[config.mk]
export PLATFORM = sky130hd
export DESIGN_NAME = core_feed_sequencer
export DESIGN_NICKNAME = d
export VERILOG_FILES = /design/src/rtl/core_feed_sequencer_pkg.sv /design/src/rtl/core_feed_sequencer_feed_addr_gen.sv /design/src/rtl/core_feed_sequencer.sv
export SDC_FILE = /design/constraint.sdc
export NUM_CORES = 1
export LEC_CHECK = 0
export CAP_MARGIN = 40
export CORE_MARGIN = 5
export CORE_UTILIZATION = 40
export DETAILED_ROUTE_END_ITERATION = 10
export PLACE_DENSITY = 0.72
export REMOVE_ABC_BUFFERS = 1
export SYNTH_ARGS = -nofsm -noshare
export SYNTH_HDL_FRONTEND = slang
export SYNTH_SLANG_ARGS = --single-unit
[constraint.sdc]
create_clock -name CLK -period 9.75 [get_ports CLK]
set_input_delay 2.925 -clock CLK [delete_from_list [all_inputs] [get_ports CLK]]
set_output_delay 2.925 -clock CLK [all_outputs]
set_load 0.02 [all_outputs]
[src/rtl/core_feed_sequencer_pkg.sv]
// ---------------------------------------------------------------------------
// core_feed_sequencer_pkg
// Shared definitions for the core feed sequencer:
//   - feed_state_t : sequencer state encoding (IDLE, ISSUE, DRAIN, DONE)
//   - ACT_W_DEF / WGT_W_DEF : word widths derived from BITS_ACT, BITS_WEIGHT, PE_ROW
//   - RD_LAT       : activation/weight buffer read latency in cycles
//   - sat_inc32    : saturating 32-bit increment used by the performance counters
// ---------------------------------------------------------------------------
package core_feed_sequencer_pkg;

  localparam int BITS_ACT    = 4;
  localparam int BITS_WEIGHT = 4;
  localparam int PE_ROW      = 4;

  localparam int ACT_W_DEF = BITS_ACT * PE_ROW * 4;
  localparam int WGT_W_DEF = BITS_WEIGHT * PE_ROW * 4;

  // Cycles from buffer read enable to read data valid.
  localparam int RD_LAT = 1;

  typedef enum logic [1:0] {
    IDLE  = 2'd0,
    ISSUE = 2'd1,
    DRAIN = 2'd2,
    DONE  = 2'd3
  } feed_state_t;

  // Increment that sticks at all-ones instead of wrapping.
  function automatic logic [31:0] sat_inc32(input logic [31:0] value);
    if (value == 32'hFFFF_FFFF) begin
      return value;
    end else begin
      return value + 32'd1;
    end
  endfunction

endpackage

[src/rtl/core_feed_sequencer_feed_addr_gen.sv]
// ---------------------------------------------------------------------------
// feed_addr_gen
// Pixel (p) and accumulation (k) counters for one layer, buffer read address
// generation and first/last beat tags.
// Ports:
//   clk, rst        : clock, synchronous active-high reset
//   load            : accepted layer start; captures cfg_* and clears p/k
//   advance         : a read is being issued this cycle; step the counters
//   cfg_accum_len   : accumulation steps per pixel group (>=1)
//   cfg_num_pix     : number of pixel groups (>=1)
//   cfg_act_base    : activation buffer base address
//   cfg_wgt_base    : weight buffer base address
//   act_addr        : cfg_act_base + p*accum_len + k (mod 2^ADDR_W)
//   wgt_addr        : cfg_wgt_base + k (mod 2^ADDR_W)
//   tag_first       : k == 0
//   tag_last        : k == accum_len-1
//   last_issue      : current (p,k) is the final read of the layer
// ---------------------------------------------------------------------------
module feed_addr_gen
  import core_feed_sequencer_pkg::*;
#(
  parameter int ADDR_W = 12,
  parameter int CNT_W  = 12
) (
  input  logic              clk,
  input  logic              rst,
  input  logic              load,
  input  logic              advance,
  input  logic [CNT_W-1:0]  cfg_accum_len,
  input  logic [CNT_W-1:0]  cfg_num_pix,
  input  logic [ADDR_W-1:0] cfg_act_base,
  input  logic [ADDR_W-1:0] cfg_wgt_base,
  output logic [ADDR_W-1:0] act_addr,
  output logic [ADDR_W-1:0] wgt_addr,
  output logic              tag_first,
  output logic              tag_last,
  output logic              last_issue
);

  logic [CNT_W-1:0]  len_r;
  logic [CNT_W-1:0]  npix_r;
  logic [ADDR_W-1:0] wgt_base_r;
  // Running act_base + p*accum_len, so no multiplier is needed.
  logic [ADDR_W-1:0] pix_base_r;
  logic [CNT_W-1:0]  k_r;
  logic [CNT_W-1:0]  p_r;

  logic k_end_s;
  logic p_end_s;

  // End-of-group and end-of-layer detection.
  always_comb begin
    k_end_s = (k_r == (len_r - CNT_W'(1)));
    p_end_s = (p_r == (npix_r - CNT_W'(1)));
  end

  // Layer configuration capture and p/k stepping.
  always_ff @(posedge clk) begin
    if (rst) begin
      len_r      <= {CNT_W{1'b0}};
      npix_r     <= {CNT_W{1'b0}};
      wgt_base_r <= {ADDR_W{1'b0}};
      pix_base_r <= {ADDR_W{1'b0}};
      k_r        <= {CNT_W{1'b0}};
      p_r        <= {CNT_W{1'b0}};
    end else if (load) begin
      len_r      <= cfg_accum_len;
      npix_r     <= cfg_num_pix;
      wgt_base_r <= cfg_wgt_base;
      pix_base_r <= cfg_act_base;
      k_r        <= {CNT_W{1'b0}};
      p_r        <= {CNT_W{1'b0}};
    end else if (advance) begin
      if (k_end_s) begin
        k_r        <= {CNT_W{1'b0}};
        p_r        <= p_r + CNT_W'(1);
        pix_base_r <= pix_base_r + ADDR_W'(len_r);
      end else begin
        k_r <= k_r + CNT_W'(1);
      end
    end
  end

  // Addresses wrap silently at 2^ADDR_W.
  always_comb begin
    act_addr   = pix_base_r + ADDR_W'(k_r);
    wgt_addr   = wgt_base_r + ADDR_W'(k_r);
    tag_first  = (k_r == {CNT_W{1'b0}});
    tag_last   = k_end_s;
    last_issue = k_end_s & p_end_s;
  end

endmodule

[src/rtl/core_feed_sequencer.sv]
// ---------------------------------------------------------------------------
// core_feed_sequencer
// Upstream stage of the BitBlade core: walks one layer's pixel groups and
// accumulation steps, reads the activation and weight buffers and presents
// the words to the core with bias-select / flush markers.
// Ports:
//   CLK, RST                   : clock, synchronous active-high reset
//   start                      : layer start pulse, accepted only in IDLE
//   cfg_accum_len, cfg_num_pix : layer geometry (both >=1)
//   cfg_act_base, cfg_wgt_base : buffer base addresses
//   cfg_i_prec, cfg_w_prec     : layer precisions, latched at start
//   stall                      : back-pressure; blocks new reads only
//   act_rd_en/addr/data        : activation buffer read port (1-cycle latency)
//   wgt_rd_en/addr/data        : weight buffer read port (1-cycle latency)
//   i_Act, i_Weight            : words to the core (hold when core_vld=0)
//   i_Precision, w_Precision   : latched precisions
//   core_vld                   : i_Act/i_Weight valid
//   i_Sel_Bias, i_Flush        : first / last beat of a pixel group
//   busy                       : not IDLE
//   feed_done                  : one-cycle end-of-layer pulse
// Optional build macro FEEDER_PERF_CNT_EN adds:
//   perf_busy_cyc, perf_stall_cyc : saturating 32-bit cycle counters
// ---------------------------------------------------------------------------
module core_feed_sequencer
  import core_feed_sequencer_pkg::*;
#(
  parameter int ACT_W  = ACT_W_DEF,
  parameter int WGT_W  = WGT_W_DEF,
  parameter int ADDR_W = 12,
  parameter int CNT_W  = 12
) (
  input  logic              CLK,
  input  logic              RST,
  input  logic              start,
  input  logic [CNT_W-1:0]  cfg_accum_len,
  input  logic [CNT_W-1:0]  cfg_num_pix,
  input  logic [ADDR_W-1:0] cfg_act_base,
  input  logic [ADDR_W-1:0] cfg_wgt_base,
  input  logic [1:0]        cfg_i_prec,
  input  logic [1:0]        cfg_w_prec,
  input  logic              stall,
  output logic              act_rd_en,
  output logic [ADDR_W-1:0] act_rd_addr,
  input  logic [ACT_W-1:0]  act_rd_data,
  output logic              wgt_rd_en,
  output logic [ADDR_W-1:0] wgt_rd_addr,
  input  logic [WGT_W-1:0]  wgt_rd_data,
  output logic [ACT_W-1:0]  i_Act,
  output logic [WGT_W-1:0]  i_Weight,
  output logic [1:0]        i_Precision,
  output logic [1:0]        w_Precision,
  output logic              core_vld,
  output logic              i_Sel_Bias,
  output logic              i_Flush,
  output logic              busy,
  output logic              feed_done
`ifdef FEEDER_PERF_CNT_EN
  ,
  output logic [31:0]       perf_busy_cyc,
  output logic [31:0]       perf_stall_cyc
`endif
);

  feed_state_t state_r;
  feed_state_t next_state_s;

  logic accept_s;
  logic issue_s;
  logic drain_done_s;

  logic [ADDR_W-1:0] gen_act_addr_s;
  logic [ADDR_W-1:0] gen_wgt_addr_s;
  logic              gen_first_s;
  logic              gen_last_s;
  logic              gen_last_issue_s;

  // Tag/valid pipeline aligned with the buffer read latency.
  logic [RD_LAT-1:0] vld_pipe_r;
  logic [RD_LAT-1:0] first_pipe_r;
  logic [RD_LAT-1:0] last_pipe_r;

  feed_addr_gen #(
    .ADDR_W (ADDR_W),
    .CNT_W  (CNT_W)
  ) u_addr_gen (
    .clk           (CLK),
    .rst           (RST),
    .load          (accept_s),
    .advance       (issue_s),
    .cfg_accum_len (cfg_accum_len),
    .cfg_num_pix   (cfg_num_pix),
    .cfg_act_base  (cfg_act_base),
    .cfg_wgt_base  (cfg_wgt_base),
    .act_addr      (gen_act_addr_s),
    .wgt_addr      (gen_wgt_addr_s),
    .tag_first     (gen_first_s),
    .tag_last      (gen_last_s),
    .last_issue    (gen_last_issue_s)
  );

  // State register.
  always_ff @(posedge CLK) begin
    if (RST) begin
      state_r <= IDLE;
    end else begin
      state_r <= next_state_s;
    end
  end

  // Next-state logic, read issue and drain completion.
  always_comb begin
    next_state_s = state_r;
    accept_s     = 1'b0;
    issue_s      = 1'b0;
    drain_done_s = 1'b0;
    case (state_r)
      IDLE: begin
        if (start) begin
          accept_s     = 1'b1;
          next_state_s = ISSUE;
        end else begin
          next_state_s = IDLE;
        end
      end
      ISSUE: begin
        if (!stall) begin
          issue_s = 1'b1;
          if (gen_last_issue_s) begin
            next_state_s = DRAIN;
          end else begin
            next_state_s = ISSUE;
          end
        end else begin
          next_state_s = ISSUE;
        end
      end
      DRAIN: begin
        // No reads are issued here, so the final beat is the one on the
        // output while nothing remains behind it in the tag pipeline.
        if (core_vld && (vld_pipe_r == {RD_LAT{1'b0}})) begin
          drain_done_s = 1'b1;
          next_state_s = DONE;
        end else begin
          next_state_s = DRAIN;
        end
      end
      DONE: begin
        next_state_s = IDLE;
      end
      default: begin
        next_state_s = IDLE;
      end
    endcase
  end

  // Read ports; addresses are forced to zero when no read is issued.
  always_comb begin
    act_rd_en = issue_s;
    wgt_rd_en = issue_s;
    if (issue_s) begin
      act_rd_addr = gen_act_addr_s;
      wgt_rd_addr = gen_wgt_addr_s;
    end else begin
      act_rd_addr = {ADDR_W{1'b0}};
      wgt_rd_addr = {ADDR_W{1'b0}};
    end
  end

  // Tag pipeline: reset discards every in-flight beat.
  always_ff @(posedge CLK) begin
    if (RST) begin
      vld_pipe_r   <= {RD_LAT{1'b0}};
      first_pipe_r <= {RD_LAT{1'b0}};
      last_pipe_r  <= {RD_LAT{1'b0}};
    end else begin
      vld_pipe_r[0]   <= issue_s;
      first_pipe_r[0] <= gen_first_s;
      last_pipe_r[0]  <= gen_last_s;
      for (int i = 1; i < RD_LAT; i++) begin
        vld_pipe_r[i]   <= vld_pipe_r[i-1];
        first_pipe_r[i] <= first_pipe_r[i-1];
        last_pipe_r[i]  <= last_pipe_r[i-1];
      end
    end
  end

  // Core-facing output registers; data words hold between beats.
  always_ff @(posedge CLK) begin
    if (RST) begin
      i_Act      <= {ACT_W{1'b0}};
      i_Weight   <= {WGT_W{1'b0}};
      core_vld   <= 1'b0;
      i_Sel_Bias <= 1'b0;
      i_Flush    <= 1'b0;
    end else begin
      core_vld   <= vld_pipe_r[RD_LAT-1];
      i_Sel_Bias <= vld_pipe_r[RD_LAT-1] & first_pipe_r[RD_LAT-1];
      i_Flush    <= vld_pipe_r[RD_LAT-1] & last_pipe_r[RD_LAT-1];
      if (vld_pipe_r[RD_LAT-1]) begin
        i_Act    <= act_rd_data;
        i_Weight <= wgt_rd_data;
      end
    end
  end

  // Precision latch, busy and done flags.
  always_ff @(posedge CLK) begin
    if (RST) begin
      i_Precision <= 2'b00;
      w_Precision <= 2'b00;
      busy        <= 1'b0;
      feed_done   <= 1'b0;
    end else begin
      if (accept_s) begin
        i_Precision <= cfg_i_prec;
        w_Precision <= cfg_w_prec;
      end
      busy      <= (next_state_s != IDLE);
      feed_done <= drain_done_s;
    end
  end

`ifdef FEEDER_PERF_CNT_EN
  // Saturating busy / stall cycle counters, cleared on each accepted start.
  always_ff @(posedge CLK) begin
    if (RST || accept_s) begin
      perf_busy_cyc  <= 32'd0;
      perf_stall_cyc <= 32'd0;
    end else begin
      if (busy) begin
        perf_busy_cyc <= sat_inc32(perf_busy_cyc);
      end
      if ((state_r == ISSUE) && stall) begin
        perf_stall_cyc <= sat_inc32(perf_stall_cyc);
      end
    end
  end
`else
  // Performance counters are not built in this configuration.
`endif

endmodule
==> report_table.html, run 1 <==
<table>
<tr><th>Metric</th><th>Value</th></tr>
<tr><th colspan="2">Setup path</th></tr>
<tr><td>Launch point of the critical path</td><td>stall</td></tr>
<tr><td>CP startpoint kind</td><td>primary input</td></tr>
<tr><td>R2r endpoint</td><td>u_addr_gen.p_r[5]</td></tr>
<tr><td>R2R cell count</td><td>9</td></tr>
<tr><td>Cells traversed along the worst timing path</td><td>clkdlybuf4s50_1 &gt; nand2b_1 &gt; or2_2 &gt; clkinv_1 &gt; nand2_1 &gt; nor3_1 &gt; o211a_1 &gt; a41oi_1 &gt; nand3_1 &gt; clkdlybuf4s50_1</td></tr>
<tr><td>Sort of element at the end of the critical path</td><td>output port</td></tr>
<tr><td>CP arrival</td><td>5.63 ns</td></tr>
<tr><td>Highest net fanout along the worst path</td><td>25</td></tr>
<tr><td>Start of the worst register-to-register path</td><td>u_addr_gen.len_r[1]</td></tr>
<tr><td>CP Data Required Time</td><td>6.83 ns</td></tr>
<tr><td>Classification of the worst setup path</td><td>in -&gt; out</td></tr>
<tr><td>Crit path largest cell delay</td><td>0.55 ns</td></tr>
<tr><td>Family with the most delay on the worst path</td><td>buffers and inverters</td></tr>
<tr><td>Cell type with the highest occurrence count on the critical path</td><td>sky130_fd_sc_hd__clkdlybuf4s50_1</td></tr>
<tr><td>Setup slack, reg-to-reg</td><td>6.25 ns</td></tr>
<tr><td>Buf/Inv on CP</td><td>3</td></tr>
<tr><td>Cell with the biggest individual delay on the critical path</td><td>sky130_fd_sc_hd__clkdlybuf4s50_1</td></tr>
<tr><th colspan="2">Global routing</th></tr>
<tr><td>Maximum number of pins on one net before global-route repair</td><td>84</td></tr>
<tr><td>Wire length of the first global-routing pass</td><td>50100 um</td></tr>
<tr><td>Antenna violations before repair</td><td>9</td></tr>
<tr><td>Via count of the first global-routing pass</td><td>9318</td></tr>
<tr><td>Total Routing Usage GR</td><td>21.4%</td></tr>
<tr><td>Remaining global-route overflow</td><td>0</td></tr>
<tr><th colspan="2">Synth</th></tr>
<tr><td>Async SR Flop Fraction</td><td>0%</td></tr>
<tr><td>Post-synthesis xor/xnor area fraction</td><td>5.31%</td></tr>
<tr><td>Simple-Gate Fraction of Synth Area</td><td>approximately 20%</td></tr>
<tr><td>Compound-gate portion of the synthesized area</td><td>10.3%</td></tr>
<tr><td>Cell with the most instances after synthesis</td><td>sky130_fd_sc_hd__dfxtp_1</td></tr>
<tr><td>Count of warnings emitted by yosys</td><td>0</td></tr>
<tr><td>Post-synthesis cell count</td><td>1174</td></tr>
<tr><td>Count of flip-flops with a built-in enable after synthesis</td><td>0</td></tr>
<tr><td>Avg Synthesized Cell Area</td><td>8.71 um^2</td></tr>
<tr><td>Arithmetic-cell share of the synthesized area counting full adders, half adders and majority gates</td><td>5.24%</td></tr>
<tr><td>Dominant combinational cell family by area after synthesis</td><td>simple AND/OR/NAND/NOR gates</td></tr>
<tr><td>Flop and latch count out of synthesis</td><td>214</td></tr>
<tr><td>Mux cell area share after synthesis</td><td>13.4%</td></tr>
<tr><td>Top cell type by total area after synthesis</td><td>sky130_fd_sc_hd__dfxtp_1</td></tr>
<tr><td>Fraction of synthesized cell area taken by the top area cell type</td><td>41.9%</td></tr>
<tr><td>Ranking of synthesized cells by instance count</td><td>sky130_fd_sc_hd__dfxtp_1, sky130_fd_sc_hd__nor2_1, sky130_fd_sc_hd__mux2i_1</td></tr>
<tr><td>Top FF cell, synth</td><td>sky130_fd_sc_hd__dfxtp_1</td></tr>
<tr><td>Leading cell types by total area after synthesis</td><td>sky130_fd_sc_hd__dfxtp_1, sky130_fd_sc_hd__mux2i_1, sky130_fd_sc_hd__nor2_1, sky130_fd_sc_hd__nand2_1, sky130_fd_sc_hd__ha_1</td></tr>
<tr><td>Number of unique standard cell types used by synthesis</td><td>66</td></tr>
<tr><td>Sequential cell area fraction in the yosys report</td><td>approximately two fifths</td></tr>
<tr><td>Cell area after synthesis</td><td>10200 um^2</td></tr>
<tr><th colspan="2">STA</th></tr>
<tr><td>Number of pins exceeding their max-slew limit in the final report</td><td>0</td></tr>
<tr><td>Timing-limited maximum frequency</td><td>between 100 and 150 MHz</td></tr>
<tr><td>Unrepaired setup endpoints after global routing</td><td>false</td></tr>
<tr><td>Worst slack on hold paths</td><td>between 0.4 and 0.5 ns</td></tr>
<tr><td>Final setup skew</td><td>about 0.013 ns</td></tr>
<tr><td>Share of the clock period used by the worst path</td><td>87.7%</td></tr>
<tr><td>Final setup TNS</td><td>0 ns</td></tr>
<tr><td>Final setup violation count</td><td>0</td></tr>
<tr><td>Final Critical Period</td><td>8.55 ns</td></tr>
<tr><td>Slew Limit Headroom</td><td>42.4%</td></tr>
<tr><td>Number of endpoints with negative hold slack in the final report</td><td>0</td></tr>
<tr><td>Worst slew pin tran</td><td>roughly 0.86 ns</td></tr>
<tr><th colspan="2">Routing</th></tr>
<tr><td>Post-DRT Antenna Nets</td><td>0</td></tr>
<tr><td>Average wire per standard cell</td><td>17.7 um</td></tr>
<tr><td>Post-route DRC violation count</td><td>0</td></tr>
<tr><td>Total detailed-routing wirelength</td><td>32500 um</td></tr>
<tr><td>Total via count after detailed routing</td><td>9364</td></tr>
<tr><td>Routed via count divided by cell count</td><td>5.09</td></tr>
<tr><td>First-pass DRT Iterations</td><td>5</td></tr>
<tr><td>Initial drt markers</td><td>424</td></tr>
<tr><th colspan="2">Hold path</th></tr>
<tr><td>Worst Hold Path Cells</td><td>1</td></tr>
<tr><td>Hold endpoint</td><td>i_Sel_Bias</td></tr>
<tr><td>Worst min path class</td><td>reg -&gt; reg</td></tr>
<tr><td>Startpoint of the tightest hold check path</td><td>first_pipe_r</td></tr>
<tr><th colspan="2">Floorplanning</th></tr>
<tr><td>Vertical die dimension</td><td>between 150 and 200 um</td></tr>
<tr><td>Num rows</td><td>58</td></tr>
<tr><td>Effective utilization at floorplan</td><td>40.6%</td></tr>
<tr><td>Total die area</td><td>28900 um^2</td></tr>
<tr><td>Die span in x</td><td>170 um</td></tr>
<tr><td>Core area</td><td>25200 um^2</td></tr>
<tr><td>Top-level port count</td><td>347</td></tr>
<tr><th colspan="2">Clocking</th></tr>
<tr><td>Clock H-tree levels</td><td>1</td></tr>
<tr><td>Master cell of the clock root buffer</td><td>sky130_fd_sc_hd__clkbuf_16</td></tr>
<tr><td>Clock-pin transition on the worst setup and hold timing paths</td><td>approximately 0.06 ns</td></tr>
<tr><td>Number of buffers inserted for hold repair after clock tree synthesis</td><td>0</td></tr>
<tr><td>TritonCTS clock tree</td><td>built</td></tr>
<tr><td>Clock latency on the worst-skew pair</td><td>0.53 ns</td></tr>
<tr><td>Maximum buffer depth of the clock tree</td><td>3</td></tr>
<tr><td>Sinks on Clock Net</td><td>roughly 210</td></tr>
<tr><td>Clock buffer count from CTS</td><td>25</td></tr>
<tr><td>Number of instances resized during post-cts repair</td><td>0</td></tr>
<tr><td>Post-CTS setup repair buffer count</td><td>0</td></tr>
<tr><th colspan="2">Place</th></tr>
<tr><td>Total placed cells including tap cells</td><td>between 1500 and 2000</td></tr>
<tr><td>Detailed Place HPWL</td><td>24000 um</td></tr>
<tr><td>Area after DPL</td><td>between 10000 and 15000 um^2</td></tr>
<tr><td>Number of buffer cells added on primary ports</td><td>346</td></tr>
<tr><td>Routability Congestion</td><td>0.865</td></tr>
<tr><th colspan="2">Pwr</th></tr>
<tr><td>Total power draw</td><td>approximately 2.2 mW</td></tr>
<tr><td>Power density relative to cell area</td><td>approximately 150 nW/um^2</td></tr>
<tr><td>Leakage dissipation</td><td>5.53 nW</td></tr>
<tr><td>Worst IR Drop VDD</td><td>0.132 mV</td></tr>
<tr><th colspan="2">Layout</th></tr>
<tr><td>Final standard cell count with taps included and fillers excluded</td><td>1838</td></tr>
<tr><td>Post-synthesis to final-layout area growth</td><td>44.9%</td></tr>
<tr><td>Total non-filler cell area in the finished layout</td><td>approximately 15000 um^2</td></tr>
<tr><td>Fin nets</td><td>1710</td></tr>
<tr><td>Area used by multi-input combinational logic</td><td>roughly 5600 um^2</td></tr>
<tr><td>Area occupied by registers</td><td>~4300 um^2</td></tr>
<tr><td>Layout cells sized above 1</td><td>roughly 4.5%</td></tr>
<tr><td>FILL cells</td><td>2216</td></tr>
<tr><th colspan="2">Status</th></tr>
<tr><td>Result of the run</td><td>finished clean</td></tr>
<tr><th colspan="2">Job</th></tr>
<tr><td>Count of max-cap constraint violations</td><td>0</td></tr>
</table>
layout make-up:
cell class / instances / area share, %
multi-input combinational: 868 / 37.6
inverter: 21 / 0.532
clock inverter: 11 / 0.878
clock buffer: 35 / 5.02
tap: 330 / 2.79
antenna: 4 / 0.0675
timing repair buffer: 355 / 24.1
sequential: 214 / 28.9
cells in the final DEF, fill, tap and decap left out, types with 6 or more instances in the layout:
cell type | netlist | routed
sky130_fd_sc_hd__a21o_1 | 7 | 7
sky130_fd_sc_hd__nand4_1 | 13 | 13
sky130_fd_sc_hd__inv_1 | 20 | 20
sky130_fd_sc_hd__nand2b_1 | 10 | 10
sky130_fd_sc_hd__and2_1 | 11 | 10
sky130_fd_sc_hd__nor3_1 | 22 | 22
sky130_fd_sc_hd__nand3_1 | 26 | 26
sky130_fd_sc_hd__o21a_1 | 8 | 8
sky130_fd_sc_hd__clkdlybuf4s50_1 | 0 | 345
sky130_fd_sc_hd__o21ai_0 | 23 | 23
sky130_fd_sc_hd__nor4_1 | 9 | 9
sky130_fd_sc_hd__or3_1 | 7 | 7
sky130_fd_sc_hd__mux2i_1 | 136 | 136
sky130_fd_sc_hd__buf_4 | 1 | 6
sky130_fd_sc_hd__xor2_1 | 29 | 29
sky130_fd_sc_hd__clkbuf_16 | 0 | 26
sky130_fd_sc_hd__nand2_1 | 127 | 126
sky130_fd_sc_hd__and3_1 | 9 | 9
sky130_fd_sc_hd__a21oi_1 | 72 | 72
sky130_fd_sc_hd__a31oi_1 | 7 | 7
sky130_fd_sc_hd__xnor2_1 | 33 | 33
sky130_fd_sc_hd__nor2_1 | 200 | 200
sky130_fd_sc_hd__dfxtp_1 | 214 | 213
sky130_fd_sc_hd__a211oi_1 | 11 | 11
sky130_fd_sc_hd__ha_1 | 38 | 38
sky130_fd_sc_hd__clkbuf_8 | 0 | 6
how the worst max path moves through the flow:
stage	endpoint	slack, ns	cells after the start
2_1_floorplan	act_rd_addr[11]	2.18	8
3_3_place_gp	act_rd_addr[11]	1.29	10
3_5_place_dp	act_rd_addr[11]	1.22	10
4_1_cts	act_rd_addr[11]	1.21	10
5_1_grt	act_rd_addr[11]	0.99	10
6_report	act_rd_addr[11]	1.20	10
kinds of logic after synthesis:
family,count (synthesis)
mux,137
fa+ha+maj,41
flops,214
simple gates,462
xor+xnor,62
buf+inv,92
compound gates,166
report_power, final:
group | total (mW) | internal [mW] | leakage [nW] | switching, mW
clock network | 0.973 | 0.589 | 0.421 | 0.384
registers | 0.931 | 0.904 | 1.74 | 0.0270
logic | 0.319 | 0.168 | 3.37 | 0.151
total | 2.22 | 1.66 | 5.53 | 0.562
metal layers:
layer	global-route usage [%]	part of all wire [%]	wire length, um
met2	37.2	49	16100
met1	24.9	39	12700
met3	7.39	8.2	2660
met5	0	0.21	69
met4	6.77	2.8	922
registers in the layout, indices dropped and copies added, names as in the netlist, 12 cells and up:
register and flops:
u_addr_gen.wgt_base_r 12, u_addr_gen.k_r 12, i_Weight 64, u_addr_gen.pix_base_r 12, u_addr_gen.len_r 12, i_Act 64, u_addr_gen.p_r 12, u_addr_gen.npix_r 12
per-stage QoR:
step / worst slack [ns] / util [%]
after detailed placement: 1.22 / 55.3
after global placement: 1.29 / 55.1
after floorplan: 2.18 / -
final: 1.20 / 58.9
after CTS: 1.21 / 58.8
after global routing: 0.994 / 58.9
No activity file was read; power rests on OpenSTA's default activity.
==> run 2: changes to the inputs <==
--- a/config.mk
+++ b/config.mk
@@ -11,6 +11,7 @@
 export DETAILED_ROUTE_END_ITERATION = 10
 export PLACE_DENSITY = 0.72
 export REMOVE_ABC_BUFFERS = 1
+export SLEW_MARGIN = 0
 export SYNTH_ARGS = -nofsm -noshare
 export SYNTH_HDL_FRONTEND = slang
 export SYNTH_SLANG_ARGS = --single-unit
==> results of run 2 <==
The final DEF is identical to that of run 1; final timing and power are the same.
==> run 3: changes to the inputs <==
--- a/config.mk
+++ b/config.mk
@@ -5,7 +5,6 @@
 export SDC_FILE = /design/constraint.sdc
 export NUM_CORES = 1
 export LEC_CHECK = 0
-export CAP_MARGIN = 40
 export CORE_MARGIN = 5
 export CORE_UTILIZATION = 40
 export DETAILED_ROUTE_END_ITERATION = 10
==> run 3 against run 2 <==
  * Hold slack worse by 0.0089 ns
  * Count of clock-buffer cells in the layout down 5
  * Flip-flop and latch count unchanged
  * Sequential share of layout area is 0.12 points higher
  * Final cell count is essentially flat
  * Fmax rose by 0.15%
==> report_table.html, run 3 (synthesis gave the netlist of run 1 again) <==
<table>
<tr><th>Metric</th><th>Value</th></tr>
<tr><th colspan="2">STA</th></tr>
<tr><td>Worst slew pin tran</td><td>1.12 ns (+0.256 ns)</td></tr>
<tr><td>Final setup TNS</td><td>0 ns (unchanged)</td></tr>
<tr><td>Unrepaired setup endpoints after global routing</td><td>false</td></tr>
<tr><td>Final setup skew</td><td>0.0107 ns (-0.00284 ns)</td></tr>
<tr><td>Share of the clock period used by the worst path</td><td>87.6% (-0.13 points)</td></tr>
<tr><td>Timing-limited maximum frequency</td><td>117 MHz (+0.15%)</td></tr>
<tr><td>Final Critical Period</td><td>8.54 ns (-0.0127 ns)</td></tr>
<tr><td>Final setup violation count</td><td>0 (unchanged)</td></tr>
<tr><td>Number of endpoints with negative hold slack in the final report</td><td>0 (unchanged)</td></tr>
<tr><td>Slew Limit Headroom</td><td>25.3% (-17 points)</td></tr>
<tr><td>Slack of the critical path</td><td>1.21 ns (+0.0127 ns)</td></tr>
<tr><td>Number of pins exceeding their max-slew limit in the final report</td><td>0 (unchanged)</td></tr>
<tr><th colspan="2">Clocking</th></tr>
<tr><td>Clock buffer count from CTS</td><td>25 (unchanged)</td></tr>
<tr><td>Post-CTS setup repair buffer count</td><td>0 (unchanged)</td></tr>
<tr><td>TritonCTS clock tree</td><td>built</td></tr>
<tr><td>Number of buffers inserted for hold repair after clock tree synthesis</td><td>0 (unchanged)</td></tr>
<tr><td>Maximum buffer depth of the clock tree</td><td>3 (unchanged)</td></tr>
<tr><td>Clock latency on the worst-skew pair</td><td>0.53 ns (about the same)</td></tr>
<tr><td>Clock H-tree levels</td><td>1 (unchanged)</td></tr>
<tr><td>Clock-pin transition on the worst setup and hold timing paths</td><td>0.06 ns (about the same)</td></tr>
<tr><td>Sinks on Clock Net</td><td>214 (unchanged)</td></tr>
<tr><td>Number of instances resized during post-cts repair</td><td>0 (unchanged)</td></tr>
<tr><td>Master cell of the clock root buffer</td><td>sky130_fd_sc_hd__clkbuf_16</td></tr>
<tr><th colspan="2">Layout</th></tr>
<tr><td>Largest registers ranked by flip-flop count</td><td>i_Act (64), i_Weight (64)</td></tr>
<tr><td>Most common cell after layout, fill and taps aside</td><td>sky130_fd_sc_hd__clkdlybuf4s50_1</td></tr>
<tr><td>Fin nets</td><td>1707 (-0.18%)</td></tr>
<tr><td>Most frequent cells in the layout</td><td>sky130_fd_sc_hd__clkdlybuf4s50_1, sky130_fd_sc_hd__dfxtp_1, sky130_fd_sc_hd__nor2_1</td></tr>
<tr><td>Core utilization of the finished layout</td><td>58.6% (-0.24 points)</td></tr>
<tr><td>Layout cells sized above 1</td><td>4.33% (-0.12 points)</td></tr>
<tr><td>Post-synthesis to final-layout area growth</td><td>44.3%</td></tr>
<tr><th colspan="2">Place</th></tr>
<tr><td>Detailed Place HPWL</td><td>23700 um (-1.3%)</td></tr>
<tr><td>Number of buffer cells added on primary ports</td><td>346 (unchanged)</td></tr>
<tr><td>Routability Congestion</td><td>0.865 (unchanged)</td></tr>
<tr><td>Post-placement worst setup slack</td><td>1.23 ns (+0.00648 ns)</td></tr>
<tr><th colspan="2">Global routing</th></tr>
<tr><td>Total Routing Usage GR</td><td>21.3% (-0.13 points)</td></tr>
<tr><td>Wire length of the first global-routing pass</td><td>49900 um (-0.43%)</td></tr>
<tr><td>Via count of the first global-routing pass</td><td>9227 (-0.98%)</td></tr>
<tr><td>Remaining global-route overflow</td><td>0 (unchanged)</td></tr>
<tr><td>Maximum number of pins on one net before global-route repair</td><td>84 (unchanged)</td></tr>
<tr><td>Antenna violations before repair</td><td>10 (+1)</td></tr>
<tr><th colspan="2">Hold path</th></tr>
<tr><td>Worst min path class</td><td>reg -&gt; reg</td></tr>
<tr><th colspan="2">Setup path</th></tr>
<tr><td>Cells traversed along the worst timing path</td><td>clkdlybuf4s50_1 &gt; nand2b_1 &gt; or2_2 &gt; clkinv_1 &gt; nand2_1 &gt; nor3_1 &gt; o211a_1 &gt; a41oi_1 &gt; nand3_1 &gt; clkdlybuf4s50_1</td></tr>
<tr><td>R2R cell count</td><td>9 (unchanged)</td></tr>
<tr><td>CP startpoint kind</td><td>primary input</td></tr>
<tr><td>Crit path largest cell delay</td><td>0.55 ns (about the same)</td></tr>
<tr><td>CP Data Required Time</td><td>6.83 ns (about the same)</td></tr>
<tr><td>R2r endpoint</td><td>u_addr_gen.p_r[5]</td></tr>
<tr><td>Setup slack, reg-to-reg</td><td>6.21 ns (-0.04 ns)</td></tr>
<tr><td>Critical Path Sink</td><td>act_rd_addr[11]</td></tr>
<tr><td>Cell with the biggest individual delay on the critical path</td><td>sky130_fd_sc_hd__clkdlybuf4s50_1</td></tr>
<tr><td>Sort of element at the end of the critical path</td><td>output port</td></tr>
<tr><td>Classification of the worst setup path</td><td>in -&gt; out</td></tr>
<tr><td>Cell type with the highest occurrence count on the critical path</td><td>sky130_fd_sc_hd__clkdlybuf4s50_1</td></tr>
<tr><td>Highest net fanout along the worst path</td><td>25 (unchanged)</td></tr>
<tr><td>Launch point of the critical path</td><td>stall</td></tr>
<tr><td>Start of the worst register-to-register path</td><td>u_addr_gen.len_r[1]</td></tr>
<tr><td>CP arrival</td><td>5.61 ns (-0.02 ns)</td></tr>
<tr><th colspan="2">Pwr</th></tr>
<tr><td>Reg power frac</td><td>41.7% (-0.2 points)</td></tr>
<tr><td>Worst IR Drop VDD</td><td>0.141 mV (+6.7%)</td></tr>
<tr><td>Switching fraction of total power</td><td>25.3% (about the same)</td></tr>
<tr><td>Leakage dissipation</td><td>5.51 nW (-0.37%)</td></tr>
<tr><td>Power share of the clock group</td><td>44.3% (+0.5 points)</td></tr>
<tr><td>Net switching power of the design</td><td>0.567 mW (+0.81%)</td></tr>
<tr><td>Combinational share of power</td><td>14.0% (-0.4 points)</td></tr>
<tr><td>Int Pwr</td><td>1.67 mW (+0.71%)</td></tr>
<tr><td>Power density relative to cell area</td><td>152 nW/um^2 (+1.1%)</td></tr>
<tr><th colspan="2">Routing</th></tr>
<tr><td>Average wire per standard cell</td><td>17.6 um (-0.12%)</td></tr>
<tr><td>Total detailed-routing wirelength</td><td>32400 um (-0.18%)</td></tr>
<tr><td>First-pass DRT Iterations</td><td>5 (unchanged)</td></tr>
<tr><td>Total via count after detailed routing</td><td>9444 (+0.85%)</td></tr>
<tr><td>Post-DRT Antenna Nets</td><td>0 (unchanged)</td></tr>
<tr><td>Initial drt markers</td><td>428 (+0.94%)</td></tr>
<tr><td>Routed via count divided by cell count</td><td>5.14 (+0.91%)</td></tr>
<tr><td>Post-route DRC violation count</td><td>0 (unchanged)</td></tr>
<tr><th colspan="2">Status</th></tr>
<tr><td>Result of the run</td><td>finished clean</td></tr>
<tr><th colspan="2">Floorplanning</th></tr>
<tr><td>Effective utilization at floorplan</td><td>40.6% (unchanged)</td></tr>
<tr><td>Vertical die dimension</td><td>170 um (unchanged)</td></tr>
<tr><td>Die span in x</td><td>170 um (unchanged)</td></tr>
<tr><td>Total die area</td><td>28900 um^2 (unchanged)</td></tr>
<tr><td>Num rows</td><td>58 (unchanged)</td></tr>
<tr><td>Core area</td><td>25200 um^2 (unchanged)</td></tr>
<tr><td>Top-level port count</td><td>347 (unchanged)</td></tr>
<tr><th colspan="2">Job</th></tr>
<tr><td>Count of max-cap constraint violations</td><td>0 (unchanged)</td></tr>
</table>
## run 3: critical path: cells and delay by family
family,cells,cell delay (ns)
AND/OR/NAND/NOR,5,0.96
buffers and inverters,3,1.44
AO/OA/AOI/OAI,2,0.26
## run 3: routing by layer
layer / vias up / wire length [um] / global-route usage (%) / share of wire, %
li1: 4681 / - / - / -
met1: 4400 / 12900 / 25.2 / 40
met2: 287 / 15600 / 35.8 / 48
met3: 68 / 2750 / 7.46 / 8.5
met4: 8 / 1100 / 7.71 / 3.4
met5: - / 68 / 0 / 0.21
## run 3: area by class of cell
type / count / area [um^2]
antenna: 6 / 15.0
clock buffer: 30 / 674
clock inverter: 16 / 203
fill: 2185 / 10400
inverter: 21 / 78.8
multi-input combinational: 868 / 5580
sequential: 214 / 4290
tap: 330 / 413
timing repair buffer: 352 / 3510
## run 3: per-stage QoR
| step | instance area [um^2] | total power, mW | std cells | hold WS [ns] |
|---|---|---|---|---|
| after floorplan | 9940 | 1.11 | 1103 | 0.406 |
| after detailed placement | 13900 | 1.27 | 1785 | 0.434 |
| after global routing | 14800 | 2.33 | 1837 | 0.451 |
| final | 14800 | 2.24 | 1837 | 0.444 |
| after global placement | 13900 | 1.26 | 1785 | 0.430 |
| after CTS | 14700 | 2.27 | 1831 | 0.444 |
## run 3: power groups by stage
stage	sequential [mW]	clock, mW	combinational (mW)
after CTS	0.933	1.02	0.316
after floorplan	0.968	0	0.140
after global placement	0.951	0	0.310
after global routing	0.936	1.05	0.342
final	0.933	0.992	0.314
after detailed placement	0.951	0	0.314
## run 3: worst min-delay path by stage
stage / start / end / slack (ns) / cells past startpoint
5_1_grt: first_pipe_r / i_Sel_Bias / 0.45 / 1
4_1_cts: first_pipe_r / i_Sel_Bias / 0.44 / 1
3_3_place_gp: first_pipe_r / i_Sel_Bias / 0.43 / 1
6_report: first_pipe_r / i_Sel_Bias / 0.44 / 1
3_5_place_dp: first_pipe_r / i_Sel_Bias / 0.43 / 1
2_1_floorplan: last_pipe_r / i_Flush / 0.41 / 1
